==> src/rtl/hex_digit_counter.sv <==
// Hex digit source for the 7-segment path: a rate divider paces a 4-bit
// modulo-16 up/down counter with parallel load; tick/wrap flag each step.
module hex_digit_counter #(
  parameter int CLK_FREQ = 50000000,
  parameter int DIV_W    = 32
) (
  input  logic       clock,
  input  logic       reset,
  input  logic       enable,
  input  logic       up,
  input  logic [1:0] rate_sel,
  input  logic       load,
  input  logic [3:0] load_val,
  output logic [3:0] count,
  output logic       tick,
  output logic       wrap
);

  localparam logic [DIV_W-1:0] DIV_ZERO = {DIV_W{1'b0}};
  localparam logic [DIV_W-1:0] DIV_ONE  = DIV_W'(1);

  logic [3:0]       count_q, count_d;
  logic             tick_q, tick_d;
  logic             wrap_q, wrap_d;
  logic [DIV_W-1:0] div_cnt_q, div_cnt_d;
  logic [1:0]       rate_q, rate_d;

  // Divider reload is period-1, so a zero reload steps on every enabled edge.
  function automatic logic [DIV_W-1:0] reload_val(input logic [1:0] sel);
    logic [DIV_W-1:0] r;
    case (sel)
      2'b00:   r = DIV_ZERO;
      2'b01:   r = DIV_W'(CLK_FREQ - 1);
      2'b10:   r = DIV_W'(2 * CLK_FREQ - 1);
      2'b11:   r = DIV_W'(4 * CLK_FREQ - 1);
      default: r = DIV_ZERO;
    endcase
    return r;
  endfunction

  // Next-state: load beats a rate change, which beats a step; a pending step is dropped by either.
  always_comb begin
    count_d   = count_q;
    div_cnt_d = div_cnt_q;
    rate_d    = rate_q;
    tick_d    = 1'b0;
    wrap_d    = 1'b0;
    if (load) begin
      count_d   = load_val;
      div_cnt_d = reload_val(rate_sel);
      rate_d    = rate_sel;
    end else if (rate_sel != rate_q) begin
      div_cnt_d = reload_val(rate_sel);
      rate_d    = rate_sel;
    end else if (enable) begin
      if (div_cnt_q == DIV_ZERO) begin
        count_d   = up ? (count_q + 4'h1) : (count_q - 4'h1);
        wrap_d    = up ? (count_q == 4'hF) : (count_q == 4'h0);
        tick_d    = 1'b1;
        div_cnt_d = reload_val(rate_q);
      end else begin
        div_cnt_d = div_cnt_q - DIV_ONE;
      end
    end else begin
      div_cnt_d = div_cnt_q;
    end
  end

  // State and output registers with synchronous active-high reset.
  always_ff @(posedge clock) begin
    if (reset) begin
      count_q   <= 4'h0;
      tick_q    <= 1'b0;
      wrap_q    <= 1'b0;
      div_cnt_q <= reload_val(rate_sel);
      rate_q    <= rate_sel;
    end else begin
      count_q   <= count_d;
      tick_q    <= tick_d;
      wrap_q    <= wrap_d;
      div_cnt_q <= div_cnt_d;
      rate_q    <= rate_d;
    end
  end

  assign count = count_q;
  assign tick  = tick_q;
  assign wrap  = wrap_q;

endmodule

==> config.mk <==
export PLATFORM = sky130hd
export DESIGN_NAME = hex_digit_counter
export DESIGN_NICKNAME = d
export VERILOG_FILES = /design/src/rtl/hex_digit_counter.sv
export SDC_FILE = /design/constraint.sdc
export NUM_CORES = 1
export LEC_CHECK = 0
export ABC_AREA = 1
export CAP_MARGIN = 10
export CORE_MARGIN = 2
export CORE_UTILIZATION = 65
export CTS_CLUSTER_SIZE = 40
export DETAILED_ROUTE_END_ITERATION = 10
export PLACE_DENSITY = 0.87
export REMOVE_ABC_BUFFERS = 1
export SETUP_SLACK_MARGIN = 0.4
export SYNTH_ARGS = -nofsm -noshare
export SYNTH_HDL_FRONTEND = slang
export SYNTH_SLANG_ARGS = --single-unit
==> constraint.sdc <==
create_clock -name clock -period 5.5 [get_ports clock]
set_input_delay 1.1 -clock clock [delete_from_list [all_inputs] [get_ports clock]]
set_output_delay 1.1 -clock clock [all_outputs]
set_load 0.02 [all_outputs]
# == Yosys cells after proc, flatten, opt, wreduce, memory -nomap -nowiden ==
# Cells that the tools add are included.
# classes
n_eq_ne,9
bitwise,2
mux,17
reduce_logical,11
n_addsub,3
# op_table
op,n
32-bit case mux with 4 select lines,2
32-bit two-way mux,5
32-bit logical NOT,1
"32-bit by 1-bit subtractor with 32-bit output, second input constant",1
4-bit two-way mux,5
"2-bit == test, second input constant",4
2-bit two-way mux,3
5-bit OR reduction,1
"4-bit by 1-bit adder with 4-bit output, second input constant",1
"2-bit by 1-bit == test with 1-bit output, second input constant",2
"4-bit == test, second input constant",1
2-bit logical NOT,2
4-bit logical NOT,1
2-bit nonzero test,2
4-bit nonzero test,1
4-bit OR reduction,1
"4-bit by 1-bit subtractor with 4-bit output, second input constant",1
3-bit AND reduction,1
3-bit nonzero test,1
1-bit two-way mux,2
2-bit != test,1
"2-bit != test, second input constant",1
1-bit inverter,2
# totals
register_bits,40
out_inout_bits,6

# == Depth between registers and ports, before layout ==
# Gate-level depths: netlist (run 1).
# depth
ltp_word,7
ltp_mapped,12
depth_no_buf,12

# == Worst setup path after synthesis (run 1) ==
# Ideal clock, no wire load.
# synth_timing
path_type,input to register
from,in rate_sel[1]
to,"reg div_cnt_q[0], enable pin"
t_arrival_ps,2323
t_required_ps,5022
stages,6
setup_time_ps,478
slack_ps,2699
path_cell_list,xnor2_1 > nand2_1 > nor2_4 > inv_2 > nor2_8 > nand2_1
# synth_via
elab_chain_cells,2
# synth_rtl
element,line_no,source
from (decl),11,"input logic [1:0] rate_sel,"
2-bit != test,52,end else if (rate_sel != rate_q) begin
4-bit nonzero test (no line),--,
to (signal assigned),75,div_cnt_q <= reload_val(rate_sel);
to (signal assigned),81,div_cnt_q <= div_cnt_d;
to (decl),25,"logic [DIV_W-1:0] div_cnt_q, div_cnt_d;"
# No other way between the ends.
# A chain may end at the register's enable or synchronous reset.

# == Final worst setup path (run 1) ==
# layout_timing
from,in rate_sel[0]
to,"reg div_cnt_q[16], enable pin"
# The elaborated chain is that of the path after synthesis.

==> run summary, run 1 <==
outcome = finished, final reports clean
Post-synth EDFFs = 34
largest net degree at the start of global routing = 27
first-pass GRT wire length = 10.9 mm
Synth area leaders = edfxtp_1 (35%), nand2_1 (11%), nor2_1 (6.7%)
reg2reg start = div_cnt_q[0]$_DFFE_PP_
VDD IR-drop max = 178 µV
met3 usage = 4.70%
Final HPWL DP = 4.95 mm
crit path buf inv count = 3
Clock Latency Late Sink = 300 ps
Yosys warnings = 0
CP max stage delay = 560 ps
number of max-cap violations = 0
hold_buf cts = 0
Worst-Margin Slew = 419 ps
CTS resizes = 0
most common cell after layout, fill and taps aside = nand2_1
first drt pass iteration count = 5
Die ar. = 5000 µm²
Seq/Total Area, Yosys = 39.4%
FF+latch count, synth = 40
Post-Synthesis Cells = 367
Iteration-0 DRC Markers = 173
commonest cells after routing, fill and taps aside = nand2_1 (82), nor2_1 (52), inv_1 (38), edfxtp_1 (34), nand3_1 (21)
Num CTS Buffers = 5
CTS sink cnt = 40
Final Cell Area = 3200 µm²
Reg-to-Reg End = div_cnt_q[18]$_DFFE_PP_
gr ovfl total = 0
Die W = 70.7 µm
Placed Area = 3120 µm²
Global Route met1 Usage = 34.5%
Achievable Freq = 0.344 GHz
Post-synth ARST share = 0%
highest net fanout along the worst path = 26
Total GRT Usage = 27.1%
DR vias = 2,514
worst hold path type = flip-flop to flip-flop
ratio of cells with drive above 1 in the final layout = 9.25%
WL final = 6.33 mm
Pins Over Slew Limit = 0
gr busiest metal = met2
clk buf depth = 2
ANT cells = 0
CP Class = input port to flip-flop
Critical Path Stages = 8
minimum clock period = 2910 ps
antenna viol nets, final = 0
crit start category = input port
Yosys cell types = 41
delay-heaviest family, CP = buffers and inverters
worst r2r path cells = 10
crit path from = rate_sel[0]
GR Layer Usage met2 = 46.7%
P&R area growth vs syn = 10.4%
CTS tree = done
Critical Path RT = 5510 ps
Rel. slew slack = 71.8%
worst path cell trace = clkdlybuf4s50_1 > xnor2_1 > nand2_1 > nor2_4 > inv_2 > nor2_8 > nand2_1 > buf_4
CP endpoint kind = flip-flop
Top Ports = 17
vias per cell = 5.70
DR WL/cell = 14.4 µm
clk_skew = 17.3 ps
Hold Vio Cnt, Final = 0
initial antenna violation count = 0
detailed-route DRC error count = 0
die height = 70.7 µm
static leakage = 1.37 nW
Synth Flop Type = edfxtp_1
setup_tns = 0 ps
Routability Congestion = 0.925
Nets = 411
Setup Fix Bufs, Post-CTS = 0
synthesized area per cell = 7.89 µm²
most frequent CP cell = nand2_1
clock root cell = clkbuf_8
fin crit share = 52.9%
pwr dens = 223 nW/µm²
slowest CP cell = clkdlybuf4s50_1
FP Rows = 24
total core area = 4320 µm²
H-tree depth = 2
slack of the worst reg-to-reg path = 3210 ps
Fin Hold WS = 531 ps
RSZ-0062 raised after global routing = false
Yosys top cell area share = 35.3%
final setup vio count = 0
clock transition at the registers of the reported paths = 70 ps
Critical Path AT = 2920 ps
largest area contributor in the netlist = edfxtp_1
cell area after synthesis = 2900 µm²
initial core utilization = 67.0%
Port-buffer cells = 16
Critical Path Sink = div_cnt_q[16]$_DFFE_PP_
vias in the first global route = 2,454
worst min-delay path by stage:
stage,depth (start not counted),end,start
finish,2,count[2]$_SDFFE_PP0P_,count[2]$_SDFFE_PP0P_
global route,2,count[2]$_SDFFE_PP0P_,count[2]$_SDFFE_PP0P_
CTS,2,count[2]$_SDFFE_PP0P_,count[2]$_SDFFE_PP0P_
detailed placement,2,count[2]$_SDFFE_PP0P_,count[2]$_SDFFE_PP0P_
global placement,2,count[2]$_SDFFE_PP0P_,count[2]$_SDFFE_PP0P_
floorplan,2,count[2]$_SDFFE_PP0P_,count[2]$_SDFFE_PP0P_
cells by family after synthesis:
kind of cell / count (synthesis) / synth area share, %
buf+inv: 47 / 6.22
simple gates: 195 / 33.2
mux: 1 / 0.346
fa+ha+maj: 12 / 5.45
xor+xnor: 17 / 5.14
flops: 40 / 39.4
compound gates: 55 / 10.2
metrics by stage:
stage               util, %  worst slack, ps  power [mW]  std cells
CTS                    73.9             2590       0.716        441
global route           73.9             2410       0.755        441
floorplan                 -             2700       0.483        364
global placement       72.0             2340       0.523        433
detailed placement     72.0             2280       0.529        433
finish                 73.9             2590       0.714        441
state kept, by name, summed over array words and instances (netlist names):
signal,flops
div_cnt_q,32
tick,1
rate_q,2
count,4
wrap,1
layout make-up:
type	count	area [µm²]
clock buffers	7	76.3
clock inverters	1	5.00
fillers	345	1130
inverters	44	168
multi-input cells	280	1570
flip-flops and latches	40	1140
well taps	52	65.1
repair buffers	17	168
worst min-delay path, stage by stage, from the launching register on:
cell     delay [ps]
dfxtp_1         350
nand2_1          80
a21oi_1          50
report_power, final:
part / switching (mW) / internal [mW]
Sequential: 0.0275 / 0.357
Combinational: 0.0870 / 0.0547
Clock: 0.0987 / 0.0890
synth_stat cells, types with 6 or more instances:
library cell and count:
nand3_1 21, xnor2_1 8, inv_1 38, o21ai_1 13, ha_1 11, edfxtp_1 34, nor2_1 52, nand4_1 7
nand2_1 82, o21ai_0 16, dfxtp_1 6, a21oi_1 18, xor2_1 9
per-layer routing:
| metal | vias to the layer above | share of wire [%] |
|---|---|---|
| li1 | 1263 | - |
| met4 | 0 | 2.5 |
| met2 | 94 | 50 |
| met1 | 1137 | 43 |
| met5 | - | 0 |
| met3 | 20 | 5.2 |
No activity file was read; power rests on OpenSTA's default activity.
==> inputs of run 2 (changes only) <==
--- a/config.mk
+++ b/config.mk
@@ -8,10 +8,10 @@
 export ABC_AREA = 1
 export CAP_MARGIN = 10
 export CORE_MARGIN = 2
-export CORE_UTILIZATION = 65
+export CORE_UTILIZATION = 54
 export CTS_CLUSTER_SIZE = 40
 export DETAILED_ROUTE_END_ITERATION = 10
-export PLACE_DENSITY = 0.87
+export PLACE_DENSITY = 0.77
 export REMOVE_ABC_BUFFERS = 1
 export SETUP_SLACK_MARGIN = 0.4
 export SYNTH_ARGS = -nofsm -noshare
==> constraint.sdc (replaced) <==
create_clock -name clock -period 2.4 [get_ports clock]
set_input_delay 0.48 -clock clock [delete_from_list [all_inputs] [get_ports clock]]
set_output_delay 0.48 -clock clock [all_outputs]
set_load 0.02 [all_outputs]
==> run 2 against run 1 <==
Net effect:
- die area rose by 19%
- first-iteration DRC count down 13%
- register-to-register slack worse by 2800 ps
- sequential share of layout area is 3.9 points lower
- via count rose by 4.1%
- wire length up 11%
- count of clock-buffer cells in the layout unchanged
- clock power increased by 140%
- cell area up 12%
- setup slack got worse by 2200 ps
==> run summary, run 2 (synthesized netlist as in run 1, its figures left out) <==
outcome = finished, final reports clean
Iteration-0 DRC Markers = 150
crit start category = flip-flop
antenna viol nets, final = 0
CTS sink cnt = 40
FP Rows = 26
first drt pass iteration count = 4
filler-free cell count of the finished design = 484
final setup margin = 424 ps
CTS tree = done
WL final = 7.06 mm
total power = 1.72 mW
max reg flops = 32
Total GRT Usage = 23.5%
H-tree depth = 2
Pins Over Slew Limit = 0
Die W = 77.2 µm
Critical Path RT = 2560 ps
pwr dens = 479 nW/µm²
minimum clock period = 1980 ps
initial core utilization = 56.3%
Rel. slew slack = 70.0%
setup_tns = 0 ps
fin crit share = 82.3%
CP Class = flip-flop to flip-flop
total core area = 5140 µm²
Worst-Margin Slew = 445 ps
ratio of cells with drive above 1 in the final layout = 20.8%
vias per cell = 5.40
Hold Vio Cnt, Final = 0
Achievable Freq = 0.506 GHz
Placed Instances = 458
CP endpoint kind = flip-flop
clock root cell = clkbuf_8
worst hold path type = flip-flop to flip-flop
vias in the first global route = 2,414
Top reg by flops = div_cnt_q
detailed-route DRC error count = 0
Top Ports = 17
Final HPWL DP = 5.00 mm
most common cell after layout, fill and taps aside = nand2_1
commonest cells after routing, fill and taps aside = nand2_1 (80), nor2_1 (43), inv_1 (36), edfxtp_1 (34), buf_4 (23)
first-pass GRT wire length = 11.1 mm
DR WL/cell = 14.6 µm
VDD IR-drop max = 361 µV
ANT cells = 0
P&R area growth vs syn = 23.9%
initial antenna violation count = 0
Critical Path AT = 2130 ps
pre-CTS setup slack = 68.2 ps
highest net fanout along the worst path = 9
number of max-cap violations = 0
clk buf depth = 2
clock transition at the registers of the reported paths = 80 ps
Die ar. = 5960 µm²
clk_skew = 6.94 ps
final setup vio count = 0
hold_buf cts = 0
Num CTS Buffers = 5
Nets = 436
die height = 77.2 µm
Clock Latency Late Sink = 300 ps
RSZ-0062 raised after global routing = true
static leakage = 1.53 nW
largest net degree at the start of global routing = 33
DR vias = 2,616
gr ovfl total = 0
Port-buffer cells = 16
Routability Congestion = 0.897
## run 2: changes by cell type in the layout (fill, tap and decap cells not counted), moves of 2 or more
cell,change
buf_4,+22
nor2_1,-9
o21ai_2,+6
nor2_4,+5
nor2_2,+4
o21ai_1,-4
o21ai_0,-3
buf_12,+2
ha_1,-2
ha_4,+2
inv_1,-2
inv_2,+2
nand2_1,-2
## run 2: worst max-delay path: stages, from the launching register on
cell	delay, ps
edfxtp_1	500
nor2_4	200
nand2_1	120
nor2_4	160
nand4_4	180
inv_2	240
nand2_1	110
nand3_1	150
o21ai_0	90
nand2_1	90
## run 2: metrics by stage
step	cell area, µm²	utilization (%)	hold slack (ps)
after floorplan	2880	-	549
after global placement	3200	62.3	515
after detailed placement	3200	62.3	522
after CTS	3380	65.8	545
after global routing	3590	69.8	562
final	3590	69.8	550
## run 2: layer usage
layer / vias up / part of all wire [%] / routed length, µm / GRT usage [%]
met2: 84 / 51 / 3590 / 41.0
met1: 1195 / 43 / 3010 / 28.9
li1: 1320 / - / - / -
met4: 0 / 2.2 / 158 / 8.57
met3: 17 / 4.2 / 297 / 4.00
met5: - / 0 / 0 / 0
## run 2: final timing paths
| kind | from | to | slack [ps] | cells after the start |
|---|---|---|---|---|
| worst max register to register | div_cnt_q[12]$_DFFE_PP_ | div_cnt_q[24]$_DFFE_PP_ | 420 | 9 |
| worst min register to register | count[3]$_SDFFE_PP0P_ | count[3]$_SDFFE_PP0P_ | 550 | 2 |
| worst max-delay path | div_cnt_q[12]$_DFFE_PP_ | div_cnt_q[24]$_DFFE_PP_ | 420 | 9 |
| worst min-delay path | count[3]$_SDFFE_PP0P_ | count[3]$_SDFFE_PP0P_ | 550 | 2 |
## run 2: cell type report
cell class / instances / area, µm²
Clock inverter: 1 / 3.75
Timing Repair Buffer: 42 / 390
Fill cell: 426 / 1550
Tap cell: 70 / 87.6
Clock buffer: 7 / 76.3
Inverter: 44 / 169
Multi-Input combinational cell: 280 / 1720
Sequential cell: 40 / 1140
## run 2: power by group
part	internal (mW)	switching, mW	leakage, nW
clock network	0.203	0.239	0.0399
registers	0.817	0.0666	0.412
logic	0.167	0.228	1.08
total	1.19	0.533	1.53
## run 2: what timing repair did
| action | in CTS | in global routing |
|---|---|---|
| pin swaps | 2 | 5 |
| setup buffers | 6 | 12 |
| endpoints found under the setup margin | 34 | 56 |
| resized for setup | 12 | 30 |
==> inputs of run 3 (changes only) <==
--- a/config.mk
+++ b/config.mk
@@ -8,10 +8,10 @@
 export ABC_AREA = 1
 export CAP_MARGIN = 10
 export CORE_MARGIN = 2
-export CORE_UTILIZATION = 54
+export CORE_UTILIZATION = 60
 export CTS_CLUSTER_SIZE = 40
 export DETAILED_ROUTE_END_ITERATION = 10
-export PLACE_DENSITY = 0.77
+export PLACE_DENSITY = 0.81
 export REMOVE_ABC_BUFFERS = 1
 export SETUP_SLACK_MARGIN = 0.4
 export SYNTH_ARGS = -nofsm -noshare
==> constraint.sdc (replaced) <==
create_clock -name clock -period 2 [get_ports clock]
set_input_delay 0.4 -clock clock [delete_from_list [all_inputs] [get_ports clock]]
set_output_delay 0.4 -clock clock [all_outputs]
set_load 0.02 [all_outputs]
==> run 3 against run 2 <==
Net effect:
- first-iteration DRC count grew to 5.2 times the previous value
- non-clock buffer count increased by 66
- sequential share of layout area is 6.1 points lower
- count of clock-buffer cells in the layout grew 1
- wire length up 94%
- largest cell class unchanged
- sequential power up 20%
- critical path type unchanged
- total power increased by 44%
- core utilization increased by 25 points
- the run now ends with negative setup slack left
- highest routed layer unchanged
- cell count up 11%
- global-route usage increased by 12 points
- critical path depth increased by 4
- die area is 9.5% lower
==> run summary, run 3 (synthesized netlist as in run 1, its figures left out) <==
Placed Instances = 483
final setup vio count = 19
Reg-to-Reg End = div_cnt_q[17]$_DFFE_PP_
vias per cell = 7.13
CP endpoint kind = flip-flop
P&R area growth vs syn = 53.5%
initial core utilization = 61.7%
Fin Hold WS = 571 ps
hold_sp = rate_sel[1]
Critical Path RT = 2190 ps
detailed-route DRC error count = 0
clk_skew = 14.0 ps
most common cell after layout, fill and taps aside = buf_4
gr ovfl total = 0
static leakage = 1.98 nW
final setup margin = -201 ps
Achievable Freq = 0.454 GHz
RSZ-0062 raised after global routing = true
Clock Latency Late Sink = 320 ps
Pins Over Slew Limit = 0
die height = 73.5 µm
largest net degree at the start of global routing = 29
slack of the worst reg-to-reg path = -200 ps
first drt pass iteration count = 8
Total GRT Usage = 35.3%
vias in the first global route = 3,121
Port-buffer cells = 16
FP Rows = 25
initial antenna violation count = 0
Top Ports = 17
antenna viol nets, final = 0
Die ar. = 5400 µm²
Nets = 503
hold_buf cts = 0
Iteration-0 DRC Markers = 775
highest net fanout along the worst path = 5
minimum clock period = 2200 ps
H-tree depth = 2
fin crit share = 110%
Die W = 73.5 µm
Critical Path AT = 2390 ps
CTS sink cnt = 40
ratio of cells with drive above 1 in the final layout = 44.9%
Placed Area = 3500 µm²
violated checks = negative setup slack
worst r2r path cells = 13
ANT cells = 0
worst hold path type = input port to flip-flop
max reg flops = 32
DR WL/cell = 25.6 µm
CTS tree = done
outcome = finished, violations left
Num CTS Buffers = 5
filler-free cell count of the finished design = 535
clk buf depth = 2
filler cell count = 133
Top reg by flops = div_cnt_q
Final Cell Area = 4440 µm²
clock root cell = clkbuf_8
first-pass GRT wire length = 14.4 mm
Final HPWL DP = 5.61 mm
Hold Path Cell Cnt = 2
DR vias = 3,816
commonest cells after routing, fill and taps aside = buf_4 (77), nand2_1 (65), inv_1 (34), edfxtp_1 (34), nor2_2 (25)
Rel. slew slack = 67.6%
number of max-cap violations = 0
reg2reg start = div_cnt_q[4]$_DFFE_PP_
Hold Vio Cnt, Final = 0
VDD IR-drop max = 405 µV
WL final = 13.7 mm
crit start category = flip-flop
Routability Congestion = 0.921
Worst Hold Endpoint = rate_q[1]$_DFFE_PP_
total core area = 4690 µm²
total power = 2.47 mW
pwr dens = 556 nW/µm²
pre-CTS setup slack = -228 ps
CP Class = flip-flop to flip-flop
clock transition at the registers of the reported paths = 90 ps
Worst-Margin Slew = 481 ps
## run 3: timing repair
action,4_1_cts,5_1_grt
pin swaps,31,23
buffers inserted,23,17
gates resized for setup,89,59
setup endpoints to repair,78,72
gates cloned,1,3
## run 3: critical path: stages, from the launching register on
cell      delay [ps]
edfxtp_1         480
nor2_2           200
nand2_2          100
nor2_4           260
buf_4            180
buf_4            100
nand3_1          100
nand2_1          100
nand3_1          100
nand2_1          100
nand2_1          100
nand2_1          110
nand2_1           70
nand2_1           80
## run 3: final cells by class
cell class | count | area, µm² | share of cell area (%)
inverter | 44 | 195 | 4.39
multi-input combinational | 281 | 1990 | 44.9
timing repair buffer | 108 | 946 | 21.3
sequential | 40 | 1140 | 25.7
clock buffer | 8 | 100 | 2.25
tap | 54 | 67.6 | 1.52
## run 3: worst max path at each step
| stage | from | endpoint | slack, ps | depth (start not counted) |
|---|---|---|---|---|
| after floorplan | rate_q[0]$_DFFE_PP_ | div_cnt_q[0]$_DFFE_PP_ | -160 | 6 |
| after detailed placement | rate_sel[1] | div_cnt_q[13]$_DFFE_PP_ | -230 | 9 |
| after global routing | div_cnt_q[7]$_DFFE_PP_ | div_cnt_q[19]$_DFFE_PP_ | -420 | 12 |
| after global placement | rate_sel[0] | div_cnt_q[20]$_DFFE_PP_ | -110 | 11 |
| final | div_cnt_q[4]$_DFFE_PP_ | div_cnt_q[17]$_DFFE_PP_ | -200 | 13 |
| after CTS | div_cnt_q[12]$_DFFE_PP_ | div_cnt_q[25]$_DFFE_PP_ | 170 | 12 |
## run 3: where the power goes
| part | switching (mW) | total, mW | leakage [nW] | internal [mW] |
|---|---|---|---|---|
| Sequential | 0.0843 | 1.06 | 0.412 | 0.980 |
| Clock | 0.307 | 0.622 | 0.0515 | 0.315 |
| Combinational | 0.467 | 0.783 | 1.52 | 0.316 |
| Total | 0.858 | 2.47 | 1.98 | 1.61 |
## run 3: layer usage
layer	global-route usage [%]	wire [µm]
met4	22.0	1540
met1	39.4	4220
met5	0	0
met3	7.82	2020
met2	60.4	5910
## run 3: metrics by stage
step           setup TNS, ps  util [%]
2_1_floorplan          -5080         -
3_3_place_gp           -1550      74.7
5_1_grt                -3210      94.7
3_5_place_dp           -6120      74.7
6_report               -1560      94.7
4_1_cts                    0      86.3
